[config.mk]
export PLATFORM = sky130hd
export DESIGN_NAME = axi4_lite_slave_if
export DESIGN_NICKNAME = d
export VERILOG_FILES = /design/src/rtl/axi4_lite_pkg.sv /design/src/rtl/axi4_lite_rd_channel.sv /design/src/rtl/axi4_lite_slave_if.sv
export SDC_FILE = /design/constraint.sdc
export NUM_CORES = 1
export LEC_CHECK = 0
export CORE_ASPECT_RATIO = 0.8
export CORE_UTILIZATION = 25
export DETAILED_ROUTE_END_ITERATION = 8
export PLACE_DENSITY = 0.58
export SETUP_SLACK_MARGIN = 0.3
export SKIP_CTS_REPAIR_TIMING = 1
export SLEW_MARGIN = 20
export SYNTH_ARGS = -nofsm -noshare
export SYNTH_HDL_FRONTEND = slang
export SYNTH_SLANG_ARGS = --single-unit
[constraint.sdc]
create_clock -name ACLK -period 5 [get_ports ACLK]
set_clock_uncertainty 0.15 [all_clocks]
set_input_delay 1 -clock ACLK [delete_from_list [all_inputs] [get_ports ACLK]]
set_output_delay 1 -clock ACLK [all_outputs]
set_load 0.03 [all_outputs]
[src/rtl/axi4_lite_pkg.sv]
// Shared types and helpers for the AXI4-Lite slave front-end of the adder peripheral.
package axi4_lite_pkg;

  localparam int unsigned NUM_REGS_DEF = 4;

  typedef enum logic [1:0] {
    RESP_OKAY   = 2'b00,
    RESP_SLVERR = 2'b10
  } resp_t;

  typedef enum logic [2:0] {
    WR_IDLE   = 3'd0,
    WR_HAVE_A = 3'd1,
    WR_HAVE_D = 3'd2,
    WR_COMMIT = 3'd3,
    WR_RESP   = 3'd4
  } wr_state_t;

  typedef enum logic [1:0] {
    RD_IDLE  = 2'd0,
    RD_FETCH = 2'd1,
    RD_RESP  = 2'd2
  } rd_state_t;

  // Word index decode: the whole upper address field is compared, so large addresses never alias.
  function automatic logic idx_in_range(input logic [31:0] idx, input int unsigned num_regs);
    return (idx < num_regs);
  endfunction

endpackage

[src/rtl/axi4_lite_rd_channel.sv]
// Read side of the slave: AR handshake, one-cycle regfile lookup, held R response.
module axi4_lite_rd_channel
  import axi4_lite_pkg::*;
#(
  parameter int unsigned ADDR_W   = 32,
  parameter int unsigned DATA_W   = 32,
  parameter int unsigned NUM_REGS = NUM_REGS_DEF
) (
  input  logic              clk,
  input  logic              rst,
  input  logic [ADDR_W-1:0] araddr,
  input  logic              arvalid,
  output logic              arready,
  output logic [DATA_W-1:0] rdata,
  output logic [1:0]        rresp,
  output logic              rvalid,
  input  logic              rready,
  output logic [31:0]       addr_rc,
  input  logic [31:0]       data_rc
);

  rd_state_t         rd_state_r;
  rd_state_t         rd_next_s;
  logic [31:0]       rd_idx_r;
  logic [DATA_W-1:0] rdata_r;
  resp_t             rresp_r;
  logic              arready_s;
  logic              rvalid_s;
  logic              rd_ok_s;
  logic              unused_addr_lsb_s;

  // Byte-offset bits carry no meaning for word registers.
  assign unused_addr_lsb_s = ^araddr[1:0];

  assign rd_ok_s = idx_in_range(rd_idx_r, NUM_REGS);

  // Read FSM next-state and handshake outputs.
  always_comb begin
    rd_next_s = rd_state_r;
    arready_s = 1'b0;
    rvalid_s  = 1'b0;
    case (rd_state_r)
      RD_IDLE: begin
        arready_s = 1'b1;
        if (arvalid) rd_next_s = RD_FETCH;
        else         rd_next_s = RD_IDLE;
      end
      RD_FETCH: rd_next_s = RD_RESP;
      RD_RESP: begin
        rvalid_s = 1'b1;
        if (rready) rd_next_s = RD_IDLE;
        else        rd_next_s = RD_RESP;
      end
      default: rd_next_s = RD_IDLE;
    endcase
  end

  // Read state register, index latch and registered response capture.
  always_ff @(posedge clk or posedge rst) begin
    if (rst) begin
      rd_state_r <= RD_IDLE;
      rd_idx_r   <= 32'd0;
      rdata_r    <= {DATA_W{1'b0}};
      rresp_r    <= RESP_OKAY;
    end else begin
      rd_state_r <= rd_next_s;
      if (arvalid && arready_s) rd_idx_r <= 32'(araddr[ADDR_W-1:2]);
      if (rd_state_r == RD_FETCH) begin
        rdata_r <= rd_ok_s ? DATA_W'(data_rc) : {DATA_W{1'b0}};
        rresp_r <= rd_ok_s ? RESP_OKAY : RESP_SLVERR;
      end
    end
  end

  assign arready = arready_s & ~rst;
  assign rvalid  = rvalid_s;
  assign rdata   = rdata_r;
  assign rresp   = rresp_r;
  assign addr_rc = rd_idx_r;

endmodule

[src/rtl/axi4_lite_slave_if.sv]
// AXI4-Lite slave front-end: write FSM, decode and regfile write strobe; read side in a sub-module.
module axi4_lite_slave_if
  import axi4_lite_pkg::*;
#(
  parameter int unsigned ADDR_W   = 32,
  parameter int unsigned DATA_W   = 32,
  parameter int unsigned NUM_REGS = NUM_REGS_DEF
) (
  input  logic                ACLK,
  input  logic                ARST,
  input  logic [ADDR_W-1:0]   AWADDR,
  input  logic                AWVALID,
  output logic                AWREADY,
  input  logic [DATA_W-1:0]   WDATA,
  input  logic [DATA_W/8-1:0] WSTRB,
  input  logic                WVALID,
  output logic                WREADY,
  output logic [1:0]          BRESP,
  output logic                BVALID,
  input  logic                BREADY,
  input  logic [ADDR_W-1:0]   ARADDR,
  input  logic                ARVALID,
  output logic                ARREADY,
  output logic [DATA_W-1:0]   RDATA,
  output logic [1:0]          RRESP,
  output logic                RVALID,
  input  logic                RREADY,
  output logic [31:0]         o_addr_wc,
  output logic [31:0]         o_data_wc,
  output logic                o_en_amba_write,
  output logic [31:0]         o_addr_rc,
  input  logic [31:0]         i_data_rc
);

  wr_state_t           wr_state_r;
  wr_state_t           wr_next_s;
  logic [31:0]         aw_idx_r;
  logic [DATA_W-1:0]   wdata_r;
  logic [DATA_W/8-1:0] wstrb_r;
  resp_t               bresp_r;
  logic                awready_s;
  logic                wready_s;
  logic                bvalid_s;
  logic                wr_en_s;
  logic                wr_ok_s;
  logic                unused_addr_lsb_s;

  // Byte-offset bits carry no meaning for word registers.
  assign unused_addr_lsb_s = ^AWADDR[1:0];

  // Only a full-word write to an implemented register is committed.
  assign wr_ok_s = idx_in_range(aw_idx_r, NUM_REGS) && (wstrb_r == {(DATA_W/8){1'b1}});

  // Write FSM next-state, READY/BVALID and the one-cycle commit strobe.
  always_comb begin
    wr_next_s = wr_state_r;
    awready_s = 1'b0;
    wready_s  = 1'b0;
    bvalid_s  = 1'b0;
    wr_en_s   = 1'b0;
    case (wr_state_r)
      WR_IDLE: begin
        awready_s = 1'b1;
        wready_s  = 1'b1;
        if (AWVALID && WVALID) wr_next_s = WR_COMMIT;
        else if (AWVALID)      wr_next_s = WR_HAVE_A;
        else if (WVALID)       wr_next_s = WR_HAVE_D;
        else                   wr_next_s = WR_IDLE;
      end
      WR_HAVE_A: begin
        wready_s = 1'b1;
        if (WVALID) wr_next_s = WR_COMMIT;
        else        wr_next_s = WR_HAVE_A;
      end
      WR_HAVE_D: begin
        awready_s = 1'b1;
        if (AWVALID) wr_next_s = WR_COMMIT;
        else         wr_next_s = WR_HAVE_D;
      end
      WR_COMMIT: begin
        wr_en_s   = wr_ok_s;
        wr_next_s = WR_RESP;
      end
      WR_RESP: begin
        bvalid_s = 1'b1;
        if (BREADY) wr_next_s = WR_IDLE;
        else        wr_next_s = WR_RESP;
      end
      default: wr_next_s = WR_IDLE;
    endcase
  end

  // Write state register, AW/W latches and the response captured at commit time.
  always_ff @(posedge ACLK or posedge ARST) begin
    if (ARST) begin
      wr_state_r <= WR_IDLE;
      aw_idx_r   <= 32'd0;
      wdata_r    <= {DATA_W{1'b0}};
      wstrb_r    <= {(DATA_W/8){1'b0}};
      bresp_r    <= RESP_OKAY;
    end else begin
      wr_state_r <= wr_next_s;
      if (AWVALID && awready_s) aw_idx_r <= 32'(AWADDR[ADDR_W-1:2]);
      if (WVALID && wready_s) begin
        wdata_r <= WDATA;
        wstrb_r <= WSTRB;
      end
      if (wr_state_r == WR_COMMIT) bresp_r <= wr_ok_s ? RESP_OKAY : RESP_SLVERR;
    end
  end

  assign AWREADY         = awready_s & ~ARST;
  assign WREADY          = wready_s & ~ARST;
  assign BVALID          = bvalid_s;
  assign BRESP           = bresp_r;
  assign o_addr_wc       = aw_idx_r;
  assign o_data_wc       = 32'(wdata_r);
  assign o_en_amba_write = wr_en_s;

  axi4_lite_rd_channel #(
    .ADDR_W   (ADDR_W),
    .DATA_W   (DATA_W),
    .NUM_REGS (NUM_REGS)
  ) u_rd (
    .clk     (ACLK),
    .rst     (ARST),
    .araddr  (ARADDR),
    .arvalid (ARVALID),
    .arready (ARREADY),
    .rdata   (RDATA),
    .rresp   (RRESP),
    .rvalid  (RVALID),
    .rready  (RREADY),
    .addr_rc (o_addr_rc),
    .data_rc (i_data_rc)
  );

endmodule
After elaboration in Yosys (flattened, before gate mapping)
Cells that the tools add are included.

storage, ports and cells
  flip-flop bits (word level) = 137
  input bits = 139
  logic and storage cells = 50

cells by class
  $lt $le $gt $ge = 2
  equal/unequal tests = 7
  muxes and demuxes = 19
  bitwise operators = 4
  reduce and logical (&&, ||, !) cells = 9

operators by type and width
  operator             count
  $lt 30x3->1 const B  2
  $mux 32              1
  $pmux 3 s5           1
  $mux 2               7
  $mux 1               8
  $eq 3x2->1 const B   2
  $pmux 2 s3           1
  $logic_and 1x1->1    5
  $eq 4x4->1 const B   1
  $reduce_or 2->1      2
  $and 1x1->1          3
  $eq 3x1->1 const B   1
  $eq 3x3->1 const B   1
  $logic_not 3->1      1
  $mux 3               1
  $eq 2x1->1 const B   1
  $eq 2x2->1 const B   1
  $logic_not 2->1      1
  $not 1->1            1

Logic depth before layout (Yosys ltp)
Gate-level depths: netlist of run 1.

  word-level depth = 4
  depth in mapped cells = 5

Cells and area by module
From an unflattened synthesis of run 1, not the netlist that was laid out.

unflattened totals
  cell total of the unflattened synthesis = 411
  area total of the unflattened synthesis = 5725.5 µm²

modules (own cells, without submodules)
  module                times used  cells an instance  area an instance (µm²)
  axi4_lite_rd_channel  1           234                2939.1
  axi4_lite_slave_if    1           177                2786.4

Worst setup path after synthesis of run 1
OpenSTA, ideal clock, no wires.

  kind = input-to-output
  start point = input ARST
  end point = output ARREADY
  arrival = 1.652 ns
  path slack = 2.198 ns
  stages = 1
  path through = nor3_1

on the way
  cells in the longest elaborated chain, start to end = 2

ends and longest elaborated chain
  what             line                        RTL
  start, declared  axi4_lite_slave_if.sv:10    input logic ARST,
  $not 1->1        axi4_lite_rd_channel.sv:75  assign arready = arready_s & ~rst;
  $and 1x1->1      axi4_lite_rd_channel.sv:75
  end, declared    axi4_lite_slave_if.sv:23    output logic ARREADY,

Every way passes these cells.

Worst setup path in the final report of run 1
  start point = input ARST
  end point = output WREADY

on the way
  cells in the longest elaborated chain, start to end = 2

ends and longest elaborated chain
  what           line                       RTL
  $not 1->1      axi4_lite_slave_if.sv:113  assign WREADY = wready_s & ~ARST;
  $and 1x1->1    axi4_lite_slave_if.sv:113
  end, declared  axi4_lite_slave_if.sv:17   output logic WREADY,

Every way passes these cells.

==> results.md, run 1 <==
- Run status: finished, final reports clean
- GR Layer Usage met3: between 5 and 6%
- DR vias: 4243
- Data required, critical path: 3.85 ns
- Met1 layer usage reported by global route: ~16%
- Effective utilization at floorplan: 25.7%
- Dominant cells by area after synthesis: sky130_fd_sc_hd__dfrtp_1 60%, sky130_fd_sc_hd__mux2_2 17%, sky130_fd_sc_hd__o31ai_2 6.7%, sky130_fd_sc_hd__nand2_1 4.4%, sky130_fd_sc_hd__mux2_1 2.8%
- Worst-path cell chain: clkdlybuf4s50_1 -> nor3_1 -> clkdlybuf4s50_1
- Highest Clock Rate: ~270 MHz
- Critical Path Slowest Stage Cell: sky130_fd_sc_hd__clkdlybuf4s50_1
- Cell count after synthesis: slightly above 400
- Final HPWL from detailed placement: 11200 um
- Pin slew with the least headroom to its limit: roughly 1 ns
- CTS sink count: between 100 and 150
- Worst-Skew Late Latency: between 0.4 and 0.5 ns
- Gr usage total: between 10% and 20%
- Crit Path Max Fanout: 4
- Critical Path Sink Type: output port
- Cell leakage power: ~0.0036 uW
- Startpoint type of the worst setup path: input port
- Post-Place Cells: approximately 950
- Number of flops mapped to enable cells by yosys: 0
- Critical path start-end classification: in -> out
- Area of the multi-input gates: ~2100 um2
- Post-Syn Area: 5590 um2
- Maximum ir drop on the vdd rail: slightly below 0.4 mV
- Via/cell ratio: 4.32
- Most Frequent Cell on Critical Path: sky130_fd_sc_hd__clkdlybuf4s50_1
- Post-detailed-route wirelength per cell: between 15 and 20 um
- Power density over the cells: 615 nW/um2
- Reg area: 3380 um2
- Via count of the first global-routing pass: 4601
- Total Die Area: around 23000 um2
- Most frequently used cell type in the post-synthesis netlist: sky130_fd_sc_hd__dfrtp_1
- Die height: approximately 140 um
- Delay of the slowest critical-path stage: between 0.7 and 0.8 ns
- Unrepaired setup endpoints after global routing: false
- Fin Hold WS: 0.335 ns
- Pin count of the biggest net entering global routing: 91
- Detailed-routing iteration count for the pre-antenna-repair pass: 4
- Kind of cell adding the most delay to the critical path: buffers and inverters
- Number of antenna violations at the first check in global routing: 0
- Fraction of registers with async set/reset: between 90% and 100%
- Number of H-tree branching levels: 4
- Syn avg cell area: around 14 um2
- Proportion of layout cells with a drive suffix above 1: a little under a quarter
- Clock buffers created by TritonCTS: 17
- Final setup vio count: 0
- Placer's final routability congestion estimate: 0.743
- Cell at the root of the clock tree: sky130_fd_sc_hd__clkbuf_16
- Met2 Usage GRT: 22.3%
- Area grow syn2layout: 63.7%
- Period utilisation layout: 72.9%
- Aggregate global routing overflow: 0
- Most instantiated flip-flop cell in the synthesis netlist: sky130_fd_sc_hd__dfrtp_1
- Buffers added on ports: approximately 270
- Nets: between 800 and 900
- Fraction of post-synthesis cell area in the top cell type by area: 60.4%
- Count of max-cap constraint violations: 0
- Number of library cell types mapped by synthesis: 32
- Area after DPL: approximately 8600 um2
- Antenna cell count: 0
- Core Region: 21700 um2
- Remaining design rule violation count: 0
- Seq/Total Area, Yosys: approximately 60%
- Post-layout instance count excluding filler cells: 983
- Arrival time at the worst endpoint: ~2.5 ns
- X dimension of the die: between 150 and 200 um
- 1st-iter DRT viols: ~160
- Filler instances: 2033
- Final Hold Vio Count: 0
- Clock Pin Slew Worst Setup and Hold Paths: 0.05 ns
- Detailed-route wire length: roughly 16000 um
- Top Ports: 277
- Cell type with the highest aggregate area in the netlist: sky130_fd_sc_hd__dfrtp_1
- Clock tree buffer depth: 2
- TritonCTS clock tree: yes
- Critical path buffer and inverter count: 2
- Post-route standard cell area excluding fillers: 9150 um2
- Tightest slew margin relative to the limit: between 30 and 40%
- Busiest layer in global routing: met2
- Total of flip-flops plus latches after synthesis: around 140
- Number of warnings issued by yosys: 0
- Classification of the worst-slack hold path: reg -> reg
- Max-slew violations: 0
- Total power consumption of the routed design: about 5600 uW
- Minimum period implied by the final worst setup slack: 3.65 ns
- Count of antenna-violating nets left after detailed routing: 0
- Commonest cells post-synth: 135 x sky130_fd_sc_hd__dfrtp_1, 82 x sky130_fd_sc_hd__mux2_2, 66 x sky130_fd_sc_hd__nand2_1
- Global-route wire length before repair: roughly 24000 um
- Number of standard-cell rows in the floorplan: 48
- Total negative slack: 0 ns
[cells in the final DEF, fill, tap and decap left out]
cell	synthesis	final
sky130_fd_sc_hd__nor3b_2	1	2
sky130_fd_sc_hd__nor2_1	1	1
sky130_fd_sc_hd__nor4_1	9	9
sky130_fd_sc_hd__o31ai_2	30	30
sky130_fd_sc_hd__inv_1	3	2
sky130_fd_sc_hd__buf_12	0	1
sky130_fd_sc_hd__buf_4	9	6
sky130_fd_sc_hd__nand4_2	1	1
sky130_fd_sc_hd__nor3b_4	0	1
sky130_fd_sc_hd__nand3_2	0	1
sky130_fd_sc_hd__o21a_1	2	2
sky130_fd_sc_hd__and4b_1	1	1
sky130_fd_sc_hd__conb_1	1	6
sky130_fd_sc_hd__bufinv_16	0	2
sky130_fd_sc_hd__clkinvlp_4	0	4
sky130_fd_sc_hd__clkinv_4	0	3
sky130_fd_sc_hd__nand4_1	1	1
sky130_fd_sc_hd__clkbuf_1	4	2
sky130_fd_sc_hd__nor2b_4	0	1
sky130_fd_sc_hd__mux2_2	82	82
sky130_fd_sc_hd__inv_6	0	4
sky130_fd_sc_hd__clkbuf_16	0	17
sky130_fd_sc_hd__o31a_1	1	1
sky130_fd_sc_hd__clkdlybuf4s50_1	0	266
sky130_fd_sc_hd__o21ai_0	2	2
sky130_fd_sc_hd__o31a_2	1	1
sky130_fd_sc_hd__nor4b_1	1	1
sky130_fd_sc_hd__nor3_1	4	4
sky130_fd_sc_hd__a21oi_1	1	1
sky130_fd_sc_hd__nand3b_1	2	2
sky130_fd_sc_hd__mux2_1	14	14
sky130_fd_sc_hd__o31ai_1	2	2
sky130_fd_sc_hd__clkbuf_8	0	1
sky130_fd_sc_hd__nor4_2	4	4
sky130_fd_sc_hd__nand2b_1	4	4
sky130_fd_sc_hd__dfrtp_1	135	135
sky130_fd_sc_hd__nand2_1	66	66
[worst min-delay path, cell delays in order, from the launching register on]
cell                      delay [ns]
sky130_fd_sc_hd__dfrtp_1        0.34
sky130_fd_sc_hd__nand2_1        0.06
sky130_fd_sc_hd__o31ai_2        0.05
[stage by stage]
stage	util [%]	worst slack, ns
after floorplan	-	2.17
after global placement	39.4	1.29
after detailed placement	39.4	1.30
after CTS	42.1	1.29
after global routing	42.1	1.24
final	42.1	1.35
[flip-flops by register name, summed over array words and instances (netlist names)]
| register | cells |
|---|---|
| u_rd.rdata | 32 |
| o_addr_wc | 30 |
| u_rd.rd_state_r | 2 |
| BRESP | 1 |
| wr_state_r | 3 |
| u_rd.addr_rc | 30 |
| o_data_wc | 32 |
| wstrb_r | 4 |
| u_rd.rresp | 1 |
[per-layer routing]
metal  up-vias  part of all wire [%]
met1      2096                    42
met4         0                   2.6
met3        26                   7.3
met5         -                     0
li1       1962                     -
met2       159                    48
[where the power goes]
part	switching [uW]	leakage [uW]	internal, uW
Sequential	313	0.00165	1510
Combinational	1360	0.00168	1180
Clock	498	0.000278	757
Total	2180	0.00361	3450
[layout make-up]
| cell class | count | area share [%] |
|---|---|---|
| sequential | 135 | 36.9 |
| inverter | 3 | 0.164 |
| timing repair buffer | 273 | 29.8 |
| clock buffer | 20 | 4.88 |
| tap | 300 | 4.10 |
| clock inverter | 12 | 1.57 |
| multi-input combinational | 240 | 22.6 |
[logic make-up after synthesis]
group / Yosys count / share of synthesized area [%]
flops: 135 / 60.4
simple gates: 99 / 8.84
mux: 96 / 19.3
compound gates: 39 / 7.85
buf+inv: 33 / 3.49
other cells: 1 / 0.0671
[worst paths after layout]
path | startpoint | endpoint | slack, ns | depth (start not counted)
setup / recovery | ARST | WREADY | 1.35 | 3
hold / removal | u_rd.rdata[6] | u_rd.rdata[6] | 0.33 | 2
setup reg to reg | u_rd.addr_rc[24] | u_rd.rresp[1] | 2.13 | 3
hold reg to reg | u_rd.rdata[6] | u_rd.rdata[6] | 0.33 | 2
max in group asynchronous | ARST | u_rd.addr_rc[13] | 2.63 | 3
min in group asynchronous | ARST | u_rd.rdata[31] | 1.13 | 2
Note: power is estimated with default switching activity, not from simulation.
==> run 2: changes to the inputs <==
--- a/config.mk
+++ b/config.mk
@@ -8,7 +8,7 @@
 export CORE_ASPECT_RATIO = 0.8
 export CORE_UTILIZATION = 25
 export DETAILED_ROUTE_END_ITERATION = 8
-export PLACE_DENSITY = 0.58
+export PLACE_DENSITY = 0.56
 export SETUP_SLACK_MARGIN = 0.3
 export SKIP_CTS_REPAIR_TIMING = 1
 export SLEW_MARGIN = 20
==> constraint.sdc (replaced) <==
create_clock -name ACLK -period 3.57 [get_ports ACLK]
set_clock_uncertainty 0.15 [all_clocks]
set_input_delay 0.714 -clock ACLK [delete_from_list [all_inputs] [get_ports ACLK]]
set_output_delay 0.714 -clock ACLK [all_outputs]
set_load 0.03 [all_outputs]
==> results.md, run 2 (synthesis gave the netlist of run 1 again) <==
- Clock tree buffer depth: 2 (unchanged)
- Worst Hold Path EP: u_rd.rdata[7]
- Unrepaired setup endpoints after global routing: false
- Gr usage total: 14.1% (+0.46 points)
- Met2 Usage GRT: 22.9% (+0.62 points)
- 1st-iter DRT viols: 195 (+21%)
- FF-to-FF path depth: 4 (+1)
- Internal power of the cells: 4930 uW (+43%)
- Data required, critical path: 2.71 ns (-1.14 ns)
- Reg area: 3380 um2 (unchanged)
- Classification of the worst-slack hold path: reg -> reg
- Filler instances: 2016 (-0.84%)
- Arrival time at the worst endpoint: 2.23 ns (-0.27 ns)
- TritonCTS clock tree: yes
- Via count of the first global-routing pass: 4604 (+0.065%)
- GR Layer Usage met3: 5.02% (-0.15 points)
- DR vias: 4205 (-0.90%)
- Placer's final routability congestion estimate: 0.727 (-2.2%)
- Clock power frac: 22.9% (+0.6 points)
- Period utilisation layout: between 80 and 90%
- Number of H-tree branching levels: 4 (unchanged)
- Net Sw Power: 3060 uW (+40%)
- CTS sink count: 135 (unchanged)
- Global-route wire length before repair: 25000 um (+2.5%)
- Worst r2r src: u_rd.addr_rc[24]
- Via/cell ratio: 4.27 (-1.1%)
- Pin slew with the least headroom to its limit: 0.571 ns (-0.459 ns)
- Cell leakage power: 0.00366 uW (+1.3%)
- Post-detailed-route wirelength per cell: 16.0 um (+0.73%)
- Most Frequent Cell on Critical Path: sky130_fd_sc_hd__clkdlybuf4s50_1
- Highest Clock Rate: roughly 320 MHz
- Startpoint type of the worst setup path: input port
- X dimension of the die: 169 um (unchanged)
- Startpoint of the most critical hold path: u_rd.rdata[7]
- Met1 layer usage reported by global route: 17.5% (+1.1 points)
- Clock buffers created by TritonCTS: 17 (unchanged)
- Crit Path Max Fanout: 4 (unchanged)
- Count of antenna-violating nets left after detailed routing: 0 (unchanged)
- Pin count of the biggest net entering global routing: 92 (+1.1%)
- Reg2Reg Capture Point: u_rd.rdata[30]
- Critical Path Slowest Stage Cell: sky130_fd_sc_hd__clkdlybuf4s50_1
- Detailed-routing iteration count for the pre-antenna-repair pass: 6 (+2)
- Part of the total power dissipated in sequential elements: 32.0% (-0.5 points)
- Area of the multi-input gates: 2070 um2 (about the same)
- Post-layout instance count excluding filler cells: 985 (+0.20%)
- Effective utilization at floorplan: 25.7% (unchanged)
- Maximum ir drop on the vdd rail: 0.508 mV (+30%)
- Total Die Area: 23000 um2 (unchanged)
- Number of antenna violations at the first check in global routing: 0 (unchanged)
- Nets: 811 (+0.25%)
- Final Hold Vio Count: 0 (unchanged)
- Critical path buffer and inverter count: 2 (unchanged)
- Proportion of layout cells with a drive suffix above 1: 24.2% (+0.66 points)
- Antenna cell count: 0 (unchanged)
- Tightest slew margin relative to the limit: 61.6% (+30 points)
- Busiest layer in global routing: met2
- Final setup vio count: 0 (unchanged)
- Leading cell types in the layout, fill and taps excluded: 265 x sky130_fd_sc_hd__clkdlybuf4s50_1, 135 x sky130_fd_sc_hd__dfrtp_1, 82 x sky130_fd_sc_hd__mux2_2
- Detailed-route wire length: 15700 um (+0.94%)
- Run status: finished, final reports clean
- Top Ports: 277 (unchanged)
- Total negative slack: 0 ns (unchanged)
- Power density over the cells: 867 nW/um2 (+41%)
- Max-slew violations: 0 (unchanged)
- Core Region: 21700 um2 (unchanged)
- Final HPWL from detailed placement: 11600 um (+3.3%)
- Delay of the slowest critical-path stage: 0.71 ns (-0.02 ns)
- Area after DPL: 8580 um2 (+0.26%)
- Kind of cell adding the most delay to the critical path: buffers and inverters
- Critical Path Sink Type: output port
- Fraction of power spent switching nets: 38.3% (-0.40 points)
- Most common library cell in the layout ignoring fill and taps: sky130_fd_sc_hd__clkdlybuf4s50_1
- Area grow syn2layout: 64.8%
- Worst-Skew Late Latency: 0.41 ns (about the same)
- Die height: 136 um (unchanged)
- Worst-path cell chain: clkdlybuf4s50_1 -> nor3_1 -> clkdlybuf4s50_1
- Number of cells on the worst hold path: 2 (unchanged)
- Post-Place Cells: 953 (+0.21%)
- Minimum period implied by the final worst setup slack: between 3 and 4 ns
- Buffers added on ports: 266 (unchanged)
- Post-route standard cell area excluding fillers: 9220 um2 (+0.70%)
- Gate power share: 45.1% (about the same)
- Cell at the root of the clock tree: sky130_fd_sc_hd__clkbuf_16
- Count of max-cap constraint violations: 0 (unchanged)
- Critical path start-end classification: in -> out
- Reg2Reg Setup Slack: 1.28 ns (-0.85 ns)
- Remaining design rule violation count: 0 (unchanged)
- Number of standard-cell rows in the floorplan: 48 (unchanged)
- Aggregate global routing overflow: 0 (unchanged)
- Clock Pin Slew Worst Setup and Hold Paths: 0.06 ns (about the same)
## run 2: per-layer routing
metal  wire length, um  up-vias
met3              1200       13
met2              7680      157
met1              6660     2082
met4               203        0
li1                  -     1953
met5                 0        -
## run 2: worst reg2reg max path, delay by kind of cell, from the launching register on
kind	cells	cell delay [ns]
AND/OR/NAND/NOR	2	0.98
flip-flops	1	0.40
AO/OA/AOI/OAI	1	0.28
buffers and inverters	1	0.40
## run 2: worst max-delay path by stage
stage / start / to / slack [ns] / cells after the start
floorplan: ARST / BRESP[1] / 1.03 / 1
global placement: ARST / WREADY / 0.45 / 3
detailed placement: ARST / ARREADY / 0.47 / 3
CTS: o_addr_wc[16] / o_en_amba_write / 0.15 / 4
global route: ARST / AWREADY / 0.43 / 3
finish: ARST / ARREADY / 0.48 / 3
## run 2: stage by stage
step / util [%] / total power (uW) / setup WS, ns / hold slack, ns
6_report: 42.4 / 7990 / 0.479 / 0.332
5_1_grt: 42.4 / 8420 / 0.430 / 0.354
4_1_cts: 42.4 / 8090 / 0.148 / 0.338
3_5_place_dp: 39.5 / 6210 / 0.473 / 0.323
3_3_place_gp: 39.5 / 6140 / 0.448 / 0.320
2_1_floorplan: - / 4590 / 1.03 / 0.322
## run 2: cell type report
type                       count  area share, %
clock buffer                  19           4.91
sequential                   135           36.7
inverter                       3          0.163
tap                          300           4.07
clock inverter                13           1.85
multi-input combinational    240           22.4
timing repair buffer         275           29.9
## run 2: power groups by stage
stage          Combinational [uW]  Clock [uW]  Sequential (uW)
4_1_cts                      3640        1890             2560
6_report                     3600        1830             2560
3_3_place_gp                 3590           0             2550
3_5_place_dp                 3630           0             2580
2_1_floorplan                1010           0             3580
5_1_grt                      3790        1960             2660
==> run 3: changes to the inputs <==
--- a/config.mk
+++ b/config.mk
@@ -5,12 +5,11 @@
 export SDC_FILE = /design/constraint.sdc
 export NUM_CORES = 1
 export LEC_CHECK = 0
-export CORE_ASPECT_RATIO = 0.8
+export CORE_ASPECT_RATIO = 1.75
 export CORE_UTILIZATION = 25
 export DETAILED_ROUTE_END_ITERATION = 8
 export PLACE_DENSITY = 0.56
 export SETUP_SLACK_MARGIN = 0.3
-export SKIP_CTS_REPAIR_TIMING = 1
 export SLEW_MARGIN = 20
 export SYNTH_ARGS = -nofsm -noshare
 export SYNTH_HDL_FRONTEND = slang
==> results.md, run 3 (synthesis gave the netlist of run 1 again) <==
- Critical Path Slowest Stage Cell: sky130_fd_sc_hd__clkdlybuf4s50_1
- CTS sink count: 135 (unchanged)
- Pin count of the biggest net entering global routing: 53 (-42%)
- Number of standard-cell rows in the floorplan: 72 (+50%)
- Clock tree buffer depth: 2 (unchanged)
- Count of antenna-violating nets left after detailed routing: 0 (unchanged)
- Number of H-tree branching levels: 4 (unchanged)
- Top Ports: 277 (unchanged)
- Data required, critical path: 2.71 ns (about the same)
- Remaining design rule violation count: 0 (unchanged)
- Pin slew with the least headroom to its limit: 0.683 ns (+0.112 ns)
- Final HPWL from detailed placement: 12400 um (+7.1%)
- Fin worst setup slack: 0.504 ns (+0.0248 ns)
- Arrival time at the worst endpoint: 2.20 ns (-0.03 ns)
- Filler instances: 2195 (+8.9%)
- Effective utilization at floorplan: 25.4% (-0.28 points)
- Crit Path Max Fanout: 4 (unchanged)
- Detailed-route wire length: 16500 um (+4.5%)
- 1st-iter DRT viols: 135 (-31%)
- Total negative slack: 0 ns (unchanged)
- Reg2Reg Setup Slack: 1.11 ns (-0.17 ns)
- Worst setup timing slack at the placement stage: 0.501 ns (+0.0283 ns)
- Cell leakage power: 0.00361 uW (-1.4%)
- Area grow syn2layout: 62.8%
- Placer's final routability congestion estimate: 0.733 (+0.74%)
- Maximum ir drop on the vdd rail: 0.372 mV (-27%)
- Buffers added on ports: 266 (unchanged)
- Final setup vio count: 0 (unchanged)
- Clock Pin Slew Worst Setup and Hold Paths: 0.05 ns (about the same)
- Post-detailed-route wirelength per cell: 16.8 um (+4.9%)
- Period utilisation layout: 85.9% (-0.70 points)
- Critical Path Sink Type: output port
- Antenna cell count: 0 (unchanged)
- Cell at the root of the clock tree: sky130_fd_sc_hd__clkbuf_16
- Reg2Reg Capture Point: u_rd.rdata[22]
- Worst r2r src: u_rd.addr_rc[24]
- Aggregate global routing overflow: 0 (unchanged)
- Proportion of layout cells with a drive suffix above 1: 23.9% (-0.33 points)
- Detailed-routing iteration count for the pre-antenna-repair pass: 4 (-2)
- Highest Clock Rate: 326 MHz (+0.81%)
- Worst-path cell chain: clkdlybuf4s50_1 -> nor3_1 -> clkdlybuf4s50_1
- Global-route wire length before repair: 24600 um (-1.6%)
- Count of max-cap constraint violations: 0 (unchanged)
- TritonCTS clock tree: yes
- Minimum period implied by the final worst setup slack: 3.07 ns (-0.0248 ns)
- Tightest slew margin relative to the limit: 54.5% (-7.1 points)
- Critical path endpoint: ARREADY
- Classification of the worst-slack hold path: reg -> reg
- Gr usage total: 14.6% (+0.45 points)
- Via count of the first global-routing pass: 4429 (-3.8%)
- CP Launch Point: ARST
- Leading cell types in the layout, fill and taps excluded: 265 x sky130_fd_sc_hd__clkdlybuf4s50_1, 135 x sky130_fd_sc_hd__dfrtp_1, 82 x sky130_fd_sc_hd__mux2_2
- Delay of the slowest critical-path stage: 0.71 ns (about the same)
- Via/cell ratio: 4.29 (+0.38%)
- Worst-Skew Late Latency: 0.42 ns (about the same)
- Total Die Area: 23000 um2 (about the same)
- Most Frequent Cell on Critical Path: sky130_fd_sc_hd__clkdlybuf4s50_1
- Nets: 813 (+0.25%)
- DR vias: 4208 (+0.071%)
- Most common library cell in the layout ignoring fill and taps: sky130_fd_sc_hd__clkdlybuf4s50_1
- X dimension of the die: 115 um (-32%)
- Die height: 200 um (+47%)
- Final Hold Vio Count: 0 (unchanged)
- Critical path start-end classification: in -> out
- Unrepaired setup endpoints after global routing: false
- Clock buffers created by TritonCTS: 17 (unchanged)
- Number of antenna violations at the first check in global routing: 0 (unchanged)
- Max-slew violations: 0 (unchanged)
- Startpoint type of the worst setup path: input port
- FF-to-FF path depth: 4 (unchanged)
- Run status: finished, final reports clean
- Power density over the cells: 846 nW/um2 (-2.4%)
- Core Region: 22000 um2 (+1.1%)
run 3: cell count changes in the layout (fill, tap and decap cells not counted), sizes merged:
cell,before,now
clkinv,5,7
dlymetal6s2s,1,0
dlygate4sd2,0,1
clkinvlp,4,3
bufinv,3,0
inv,4,2
buf,9,11
clkbuf,19,22
run 3: layout make-up:
class                           instances  area, um2  area share [%]
Tap cell                              296        370            4.07
Inverter                                3       15.0           0.165
Multi-Input combinational cell        240       2070            22.7
Clock inverter                          9       53.8           0.591
Sequential cell                       135       3380            37.1
Timing Repair Buffer                  277       2760            30.3
Clock buffer                           22        464            5.10
run 3: layer usage:
metal / vias to the layer above / global-route usage [%] / part of all wire, %
met4: 0 / 5.68 / 1.4
met2: 178 / 27.0 / 55
met3: 15 / 5.16 / 7.9
li1: 1953 / - / -
met1: 2062 / 14.6 / 36
met5: - / 0 / 0
run 3: critical path, delay by kind of cell:
kind	cells	cell delay, ns
buf+inv	2	1.28
simple gates	1	0.21
run 3: worst min path at each step:
stage,from,endpoint,slack (ns),depth (start not counted)
after CTS,u_rd.rdata[26],u_rd.rdata[26],0.33,2
after floorplan,wstrb_r[0],wstrb_r[0],0.32,1
final,u_rd.rdata[26],u_rd.rdata[26],0.33,2
after global routing,u_rd.rdata[5],u_rd.rdata[5],0.36,2
after global placement,u_rd.rdata[29],u_rd.rdata[29],0.32,2
after detailed placement,u_rd.rdata[26],u_rd.rdata[26],0.32,2
run 3: timing repair:
item | 4_1_cts | 5_1_grt
hold endpoints to repair | 0 | 0
endpoints found under the setup margin | 1 | 0
resized for setup | 2 | 0
setup buffers | 0 | 0
hold buffers | 0 | 0
run 3: metrics by stage:
step                total power [uW]  hold slack (ns)  cell area, um2  utilization (%)  instances
global route                    8110            0.355            9100             41.4        982
floorplan                       4590            0.322            5610                -        408
finish                          7700            0.327            9100             41.4        982
detailed placement              6230            0.321            8580             39.0        951
CTS                             7840            0.334            9100             41.4        982
global placement                6150            0.320            8580             39.0        951
run 3: power by group:
part           internal, uW  switching [uW]  total, uW
clock network           912             644       1560
registers              2120             433       2550
logic                  1670            1920       3590
